File: src/rtl/cond_mac_pkg.sv
// Shared types, mode encodings and saturating arithmetic helpers for cond_mac_seq.
// The helpers operate on a 65-bit signed container so any WIDTH up to 64 can use them.
package cond_mac_pkg;

  typedef enum logic [1:0] {
    S_IDLE = 2'd0,
    S_MUL  = 2'd1,
    S_ACC  = 2'd2,
    S_DONE = 2'd3
  } state_t;

  localparam logic [1:0] MODE_MAC     = 2'd0;
  localparam logic [1:0] MODE_ADDSUB  = 2'd1;
  localparam logic [1:0] MODE_ADDHOLD = 2'd2;

  localparam int MAX_W = 64;

  typedef logic signed [MAX_W:0]   wide_t;
  typedef logic signed [MAX_W+1:0] ext_t;

  // Clamp v into the signed range of a w-bit word.
  function automatic wide_t sat_clamp(input ext_t v, input int w);
    ext_t  hi;
    ext_t  lo;
    wide_t r;
    hi = $signed((66'd1 << (w - 1)) - 66'd1);
    lo = -hi - 66'sd1;
    if (v > hi) begin
      r = hi[MAX_W:0];
    end else if (v < lo) begin
      r = lo[MAX_W:0];
    end else begin
      r = v[MAX_W:0];
    end
    return r;
  endfunction

  function automatic wide_t sat_add(input wide_t a, input wide_t b, input int w);
    return sat_clamp(ext_t'(a) + ext_t'(b), w);
  endfunction

  function automatic wide_t sat_sub(input wide_t a, input wide_t b, input int w);
    return sat_clamp(ext_t'(a) - ext_t'(b), w);
  endfunction

endpackage

File: src/rtl/cond_mac_fxmul.sv
// Registered signed fixed-point multiply: p <= (a*b) >>> FRAC, truncated to WIDTH.
// With COND_MAC_SAT_EN defined the shifted product saturates instead of truncating.
module cond_mac_fxmul #(
  parameter int WIDTH = 32,
  parameter int FRAC  = 16
) (
  input  logic                    clk,
  input  logic                    reset,
  input  logic                    en,
  input  logic signed [WIDTH-1:0] a,
  input  logic signed [WIDTH-1:0] b,
  output logic signed [WIDTH-1:0] p
);

  logic signed [WIDTH-1:0] p_s;

`ifdef COND_MAC_SAT_EN
  localparam logic signed [2*WIDTH-1:0] P_MAX = {{(WIDTH+1){1'b0}}, {(WIDTH-1){1'b1}}};
  localparam logic signed [2*WIDTH-1:0] P_MIN = {{(WIDTH+1){1'b1}}, {(WIDTH-1){1'b0}}};

  logic signed [2*WIDTH-1:0] shr_s;

  assign shr_s = ((2*WIDTH)'(a) * (2*WIDTH)'(b)) >>> FRAC;

  // Clamp the shifted product into the WIDTH-bit range.
  always_comb begin
    if (shr_s > P_MAX) begin
      p_s = P_MAX[WIDTH-1:0];
    end else if (shr_s < P_MIN) begin
      p_s = P_MIN[WIDTH-1:0];
    end else begin
      p_s = shr_s[WIDTH-1:0];
    end
  end
`else
  // Keep only the low WIDTH bits of the shifted product.
  always_comb begin
    p_s = WIDTH'(((2*WIDTH)'(a) * (2*WIDTH)'(b)) >>> FRAC);
  end
`endif

  // Product register, loaded only in the multiply phase.
  always_ff @(posedge clk) begin
    if (reset) begin
      p <= {WIDTH{1'b0}};
    end else if (en) begin
      p <= p_s;
    end else begin
      p <= p;
    end
  end

endmodule

File: src/rtl/cond_mac_seq.sv
// Sequential conditional multiply-accumulate over two DEPTH-entry fixed-point arrays.
// Define COND_MAC_SAT_EN to saturate products and accumulator updates instead of wrapping.
module cond_mac_seq
  import cond_mac_pkg::*;
#(
  parameter int WIDTH = 32,
  parameter int FRAC  = 16,
  parameter int DEPTH = 5,
  parameter int AW    = (DEPTH > 1) ? $clog2(DEPTH) : 1
) (
  input  logic             clk,
  input  logic             reset,
  input  logic             start,
  input  logic             wr_en,
  input  logic             wr_sel,
  input  logic [AW-1:0]    wr_addr,
  input  logic [WIDTH-1:0] wr_data,
  input  logic [WIDTH-1:0] c,
  input  logic [1:0]       mode,
  input  logic [AW:0]      len,
  output logic [WIDTH-1:0] result,
  output logic             valid,
  output logic             busy
);

  logic signed [WIDTH-1:0] a_mem_r [DEPTH];
  logic signed [WIDTH-1:0] b_mem_r [DEPTH];

  state_t                  state_r, state_s;
  logic signed [WIDTH-1:0] x_r, x_s;
  logic [AW-1:0]           idx_r, idx_s;
  logic [1:0]              mode_r, mode_s;
  logic [AW:0]             len_r, len_s, len_eff_s;
  logic [WIDTH-1:0]        result_r;
  logic                    busy_r, valid_r, mul_en_s, cond_s, last_s;
  logic signed [WIDTH-1:0] a_rd_s, b_rd_s, p_s, add_s, sub_s;

  assign a_rd_s    = a_mem_r[idx_r];
  assign b_rd_s    = b_mem_r[idx_r];
  assign cond_s    = (a_rd_s > x_r);
  assign last_s    = ({1'b0, idx_r} == (len_r - (AW+1)'(1)));
  assign len_eff_s = ((len == (AW+1)'(0)) || (len > (AW+1)'(DEPTH))) ? (AW+1)'(DEPTH) : len;

`ifdef COND_MAC_SAT_EN
  assign add_s = WIDTH'(sat_add(wide_t'(x_r), wide_t'(p_s), WIDTH));
  assign sub_s = WIDTH'(sat_sub(wide_t'(x_r), wide_t'(p_s), WIDTH));
`else
  assign add_s = x_r + p_s;
  assign sub_s = x_r - p_s;
`endif

  cond_mac_fxmul #(
    .WIDTH (WIDTH),
    .FRAC  (FRAC)
  ) u_fxmul (
    .clk   (clk),
    .reset (reset),
    .en    (mul_en_s),
    .a     (a_rd_s),
    .b     (b_rd_s),
    .p     (p_s)
  );

  // Array write port; frozen while a run is in flight, out-of-range addresses dropped.
  always_ff @(posedge clk) begin
    if (wr_en && !busy_r && ({1'b0, wr_addr} < (AW+1)'(DEPTH))) begin
      if (wr_sel) begin
        b_mem_r[wr_addr] <= $signed(wr_data);
      end else begin
        a_mem_r[wr_addr] <= $signed(wr_data);
      end
    end
  end

  // Next-state and datapath update for the MUL/ACC loop.
  always_comb begin
    state_s  = state_r;
    x_s      = x_r;
    idx_s    = idx_r;
    mode_s   = mode_r;
    len_s    = len_r;
    mul_en_s = 1'b0;
    case (state_r)
      S_IDLE: begin
        if (start) begin
          x_s     = $signed(c);
          mode_s  = mode;
          len_s   = len_eff_s;
          idx_s   = {AW{1'b0}};
          state_s = S_MUL;
        end else begin
          state_s = S_IDLE;
        end
      end
      S_MUL: begin
        mul_en_s = 1'b1;
        state_s  = S_ACC;
      end
      S_ACC: begin
        case (mode_r)
          MODE_ADDSUB:  x_s = cond_s ? add_s : sub_s;
          MODE_ADDHOLD: x_s = cond_s ? add_s : x_r;
          default:      x_s = add_s;
        endcase
        idx_s = idx_r + AW'(1);
        if (last_s) begin
          state_s = S_DONE;
        end else begin
          state_s = S_MUL;
        end
      end
      S_DONE: state_s = S_IDLE;
      default: state_s = S_IDLE;
    endcase
  end

  // State, working registers and registered handshake outputs.
  always_ff @(posedge clk) begin
    if (reset) begin
      state_r  <= S_IDLE;
      x_r      <= {WIDTH{1'b0}};
      idx_r    <= {AW{1'b0}};
      mode_r   <= 2'd0;
      len_r    <= {(AW+1){1'b0}};
      result_r <= {WIDTH{1'b0}};
      busy_r   <= 1'b0;
      valid_r  <= 1'b0;
    end else begin
      state_r <= state_s;
      x_r     <= x_s;
      idx_r   <= idx_s;
      mode_r  <= mode_s;
      len_r   <= len_s;
      busy_r  <= (state_s == S_MUL) || (state_s == S_ACC);
      valid_r <= (state_s == S_DONE);
      if (state_s == S_DONE) begin
        result_r <= x_s;
      end else begin
        result_r <= result_r;
      end
    end
  end

  assign result = result_r;
  assign valid  = valid_r;
  assign busy   = busy_r;

endmodule

File: config.mk
export PLATFORM = sky130hd
export DESIGN_NAME = cond_mac_seq
export DESIGN_NICKNAME = d
export VERILOG_FILES = /design/src/rtl/cond_mac_pkg.sv /design/src/rtl/cond_mac_fxmul.sv /design/src/rtl/cond_mac_seq.sv
export SDC_FILE = /design/constraint.sdc
export NUM_CORES = 2
export LEC_CHECK = 0
export ABC_AREA = 1
export ABC_CLOCK_PERIOD_IN_PS = 12500
export CAP_MARGIN = 40
export CORE_AREA = 2 2 423 425
export CTS_CLUSTER_SIZE = 25
export DETAILED_ROUTE_END_ITERATION = 7
export DIE_AREA = 0 0 425 427
export RECOVER_POWER = 25
export SLEW_MARGIN = 40
export SYNTH_ARGS = -nofsm -noshare
export SYNTH_HDL_FRONTEND = slang
export SYNTH_HIERARCHICAL = 1
export SYNTH_SLANG_ARGS = --single-unit
File: constraint.sdc
create_clock -name clk -period 12.5 [get_ports clk]
set_input_delay 2.5 -clock clk [delete_from_list [all_inputs] [get_ports clk]]
set_output_delay 2.5 -clock clk [all_outputs]
set_load 0.01 [all_outputs]
==> metrics.md <==
| Metric | Value |
|---|---|
| Crit start category | `flip-flop` |
| Reg clk slew, reported paths | `0.06 ns` |
| Post-synth top area cell | `fa_1` |
| Slew margin rel. | `0.0472` |
| Inserted Clock Buffers | `47` |
| Largest cells by area after synthesis | `fa_1 (32%), edfxtp_1 (18%), inv_1 (11%), nand2_1 (11%), ha_1 (6.2%)` |
| Via count | `42614` |
| Die footprint | `181000 sq um` |
| Nets | `7715` |
| Gr usage total | `0.188` |
| Antenna violations before repair | `7` |
| Largest net degree at the start of global routing | `105` |
| Achievable Freq | `0.104 GHz` |
| Fin. Hold Viols | `0` |
| CP Capture Type | `flip-flop` |
| Htree depth | `2` |
| Post-synthesis cell type count | `53` |
| Post-synth EDFFs | `320` |
| Vias per cell | `4.77` |
| Mapped Nets | `7752` |
| Synth-to-Final Area Change | `11.4%` |
| Minimum clock period | `9.57 ns` |
| Fin. max-slew vios | `0` |
| Failing checks | `DRC` |
| Slew @ Worst Pin | `1.43 ns` |
| Drt drc | `7` |
| Worst Hold Class | `flip-flop to flip-flop` |
| Detailed placement HPWL | `132000 microns` |
| Outcome | `finished with violations` |
| TritonRoute pass-1 iters | `8` |
| CTS-repair resized insts | `0` |
| Die width | `425 microns` |
| Setup violations, final | `0` |
| Synth async-reset ratio | `0` |
| Hold Path Depth | `2` |
| Post-synth top cells | `inv_1 (1595), nand2_1 (1483), fa_1 (840), nor2_1 (640), edfxtp_1 (320)` |
| Clk_lat worst skew | `0.59 ns` |
| TritonCTS clock tree | `yes` |
| Starting Density | `0.298` |
| Yosys reg bits | `432` |
| Avg WL per Cell | `19.1 microns` |
| Synth warn | `6` |
| Slowest library cell on the worst path | `dfxtp_2` |
| # rows | `155` |
| Bufs on Longest Clock Path | `3` |
| CP max stage delay | `0.81 ns` |
| Detailed router's first-iteration violation count | `3572` |
| First-pass GRT wire length | `264000 microns` |
| Gr ovfl total | `0` |
| Critical path fanouts, max | `38` |
| Mapped Avg Cell Area | `8.04 sq um` |
| R2R Path End | `u_fxmul/p[31]` |
| Ports | `112` |
| Crit path to | `u_fxmul/p[31]` |
| Final setup TNS | `0 ns` |
| Seq/Total Area, Yosys | `0.224` |
| RSZ-0062 raised after global routing | `no` |
| Reg2Reg Depth | `31` |
| Post-CTS Setup Repair Bufs | `0` |
| Die Y | `427 microns` |
| Post-Syn Instances | `6572` |
| Critical path arrival | `10.05 ns` |
| Hold Startpoint | `len_r[3]` |
| Total clock sinks | `432` |
| Max Cap Viol | `0` |
| Crit-path most repeated cell | `fa_1` |
| Area share of the largest cell type after synthesis | `0.318` |
| Main synth FF type | `edfxtp_1` |
| Top-count cell post-synth | `inv_1` |
| Clock skew | `0.0279 ns` |
| Share of cells above drive strength 1 | `0.0446` |
| Worst R2R Setup Slack | `2.93 ns` |
| Hold buffer count at CTS | `0` |
| Core area | `177000 sq um` |
| Final WL | `170000 microns` |
| Vias in the first global route | `43594` |
| Worst EP required | `12.98 ns` |
| GP Congestion | `1.00` |
| Port buffer count | `111` |
| Hold slack | `0.472 ns` |
| Mapped cell area | `52900 sq um` |
| Antenna Violating Nets Remaining | `0` |
| Final period util | `0.766` |
| WS Path Type | `flip-flop to flip-flop` |
| Clock root buffer | `clkbuf_16` |
==> state kept, by name (all words and copies together), names as in the netlist, named ones only <==
name / count
a_mem_r: 160
b_mem_r: 160
busy: 1
idx_r: 3
len_r: 4
mode_r: 2
result: 32
state_r: 2
u_fxmul/p: 32
valid: 1
x_r: 32
==> cell usage in the layout (no fill, tap or decap), types with 6 or more instances in the layout <==
cell and instances:
inv_1 1592, nand2_1 1483, fa_1 840, nor2_1 631, edfxtp_1 320, ha_1 260
o21ai_0 258, a21oi_1 215, nand3_1 214, dfxtp_1 110, clkdlybuf4s50_1 88, buf_4 87
clkbuf_16 48, a31oi_4 46, xor2_1 35, nor3_1 27, nand4_1 22, dlygate4sd3_1 22
o21bai_1 17, a21o_1 17, inv_2 16, a31oi_2 16, o21ai_1 16, xnor2_1 15
nand3b_1 13, clkinv_2 11, clkinv_1 11, o21a_1 10, nand2_2 9, a22oi_1 9
buf_8 9, nor2_4 8, o22ai_1 7, o211ai_1 7, or2_2 7, clkbuf_1 7
diode_2 6, a211oi_1 6, a31oi_1 6
==> worst max-delay path: cells and delay by family, from the launching register on <==
family,cells,cell delay [ns]
DFF,1,0.81
and+or+nand+nor,7,0.82
buffers and inverters,9,1.87
AOI/OAI and AO/OA,6,1.28
adders and majority gates,9,4.63
==> routing by layer <==
layer	global-route usage	up-vias	routed length, microns
met5	0	-	0
met4	0.0509	0	4910
met3	0.0166	237	9670
met2	0.317	1402	81100
met1	0.258	21479	74600
li1	-	19496	-
==> stage by stage <==
stage	instances	utilization	instance area [sq um]	setup slack (ns)
floorplan	6572	-	52900	4.81
global placement	8830	0.323	57300	2.73
detailed placement	8840	0.324	57400	2.98
CTS	8924	0.332	58900	2.92
global route	8931	0.332	58900	2.46
finish	8931	0.332	58900	2.93
==> logic make-up (layout without fill, tap and decap cells) <==
group | Yosys count | after routing | share of synthesized area
simple gates | 2439 | 2439 | 0.184
flops | 432 | 432 | 0.224
buf+inv | 1909 | 1907 | 0.137
xor+xnor | 50 | 50 | 0.00828
other cells | 0 | 6 | 0
fa+ha+maj | 1102 | 1102 | 0.380
compound gates | 640 | 640 | 0.0661
==> layout make-up <==
class                           count  area, sq um
Tap cell                         2355         2950
Timing Repair Buffer              211         1960
Inverter                         1612         6060
Antenna cell                        6         15.0
Fill cell                       18507       118000
Sequential cell                   432        11900
Clock inverter                     26          193
Clock buffer                       58         1260
Multi-Input combinational cell   4231        34600
==> worst min-delay path by stage <==
stage / to / slack [ns]
2_1_floorplan: len_r[3] / 0.44
3_3_place_gp: len_r[3] / 0.46
3_5_place_dp: len_r[3] / 0.46
4_1_cts: len_r[3] / 0.47
5_1_grt: len_r[3] / 0.51
6_report: len_r[3] / 0.47
Power is left out: the tool's default activity adds up to more than one toggle a clock period on the data nets, which glitch-free logic cannot reach.
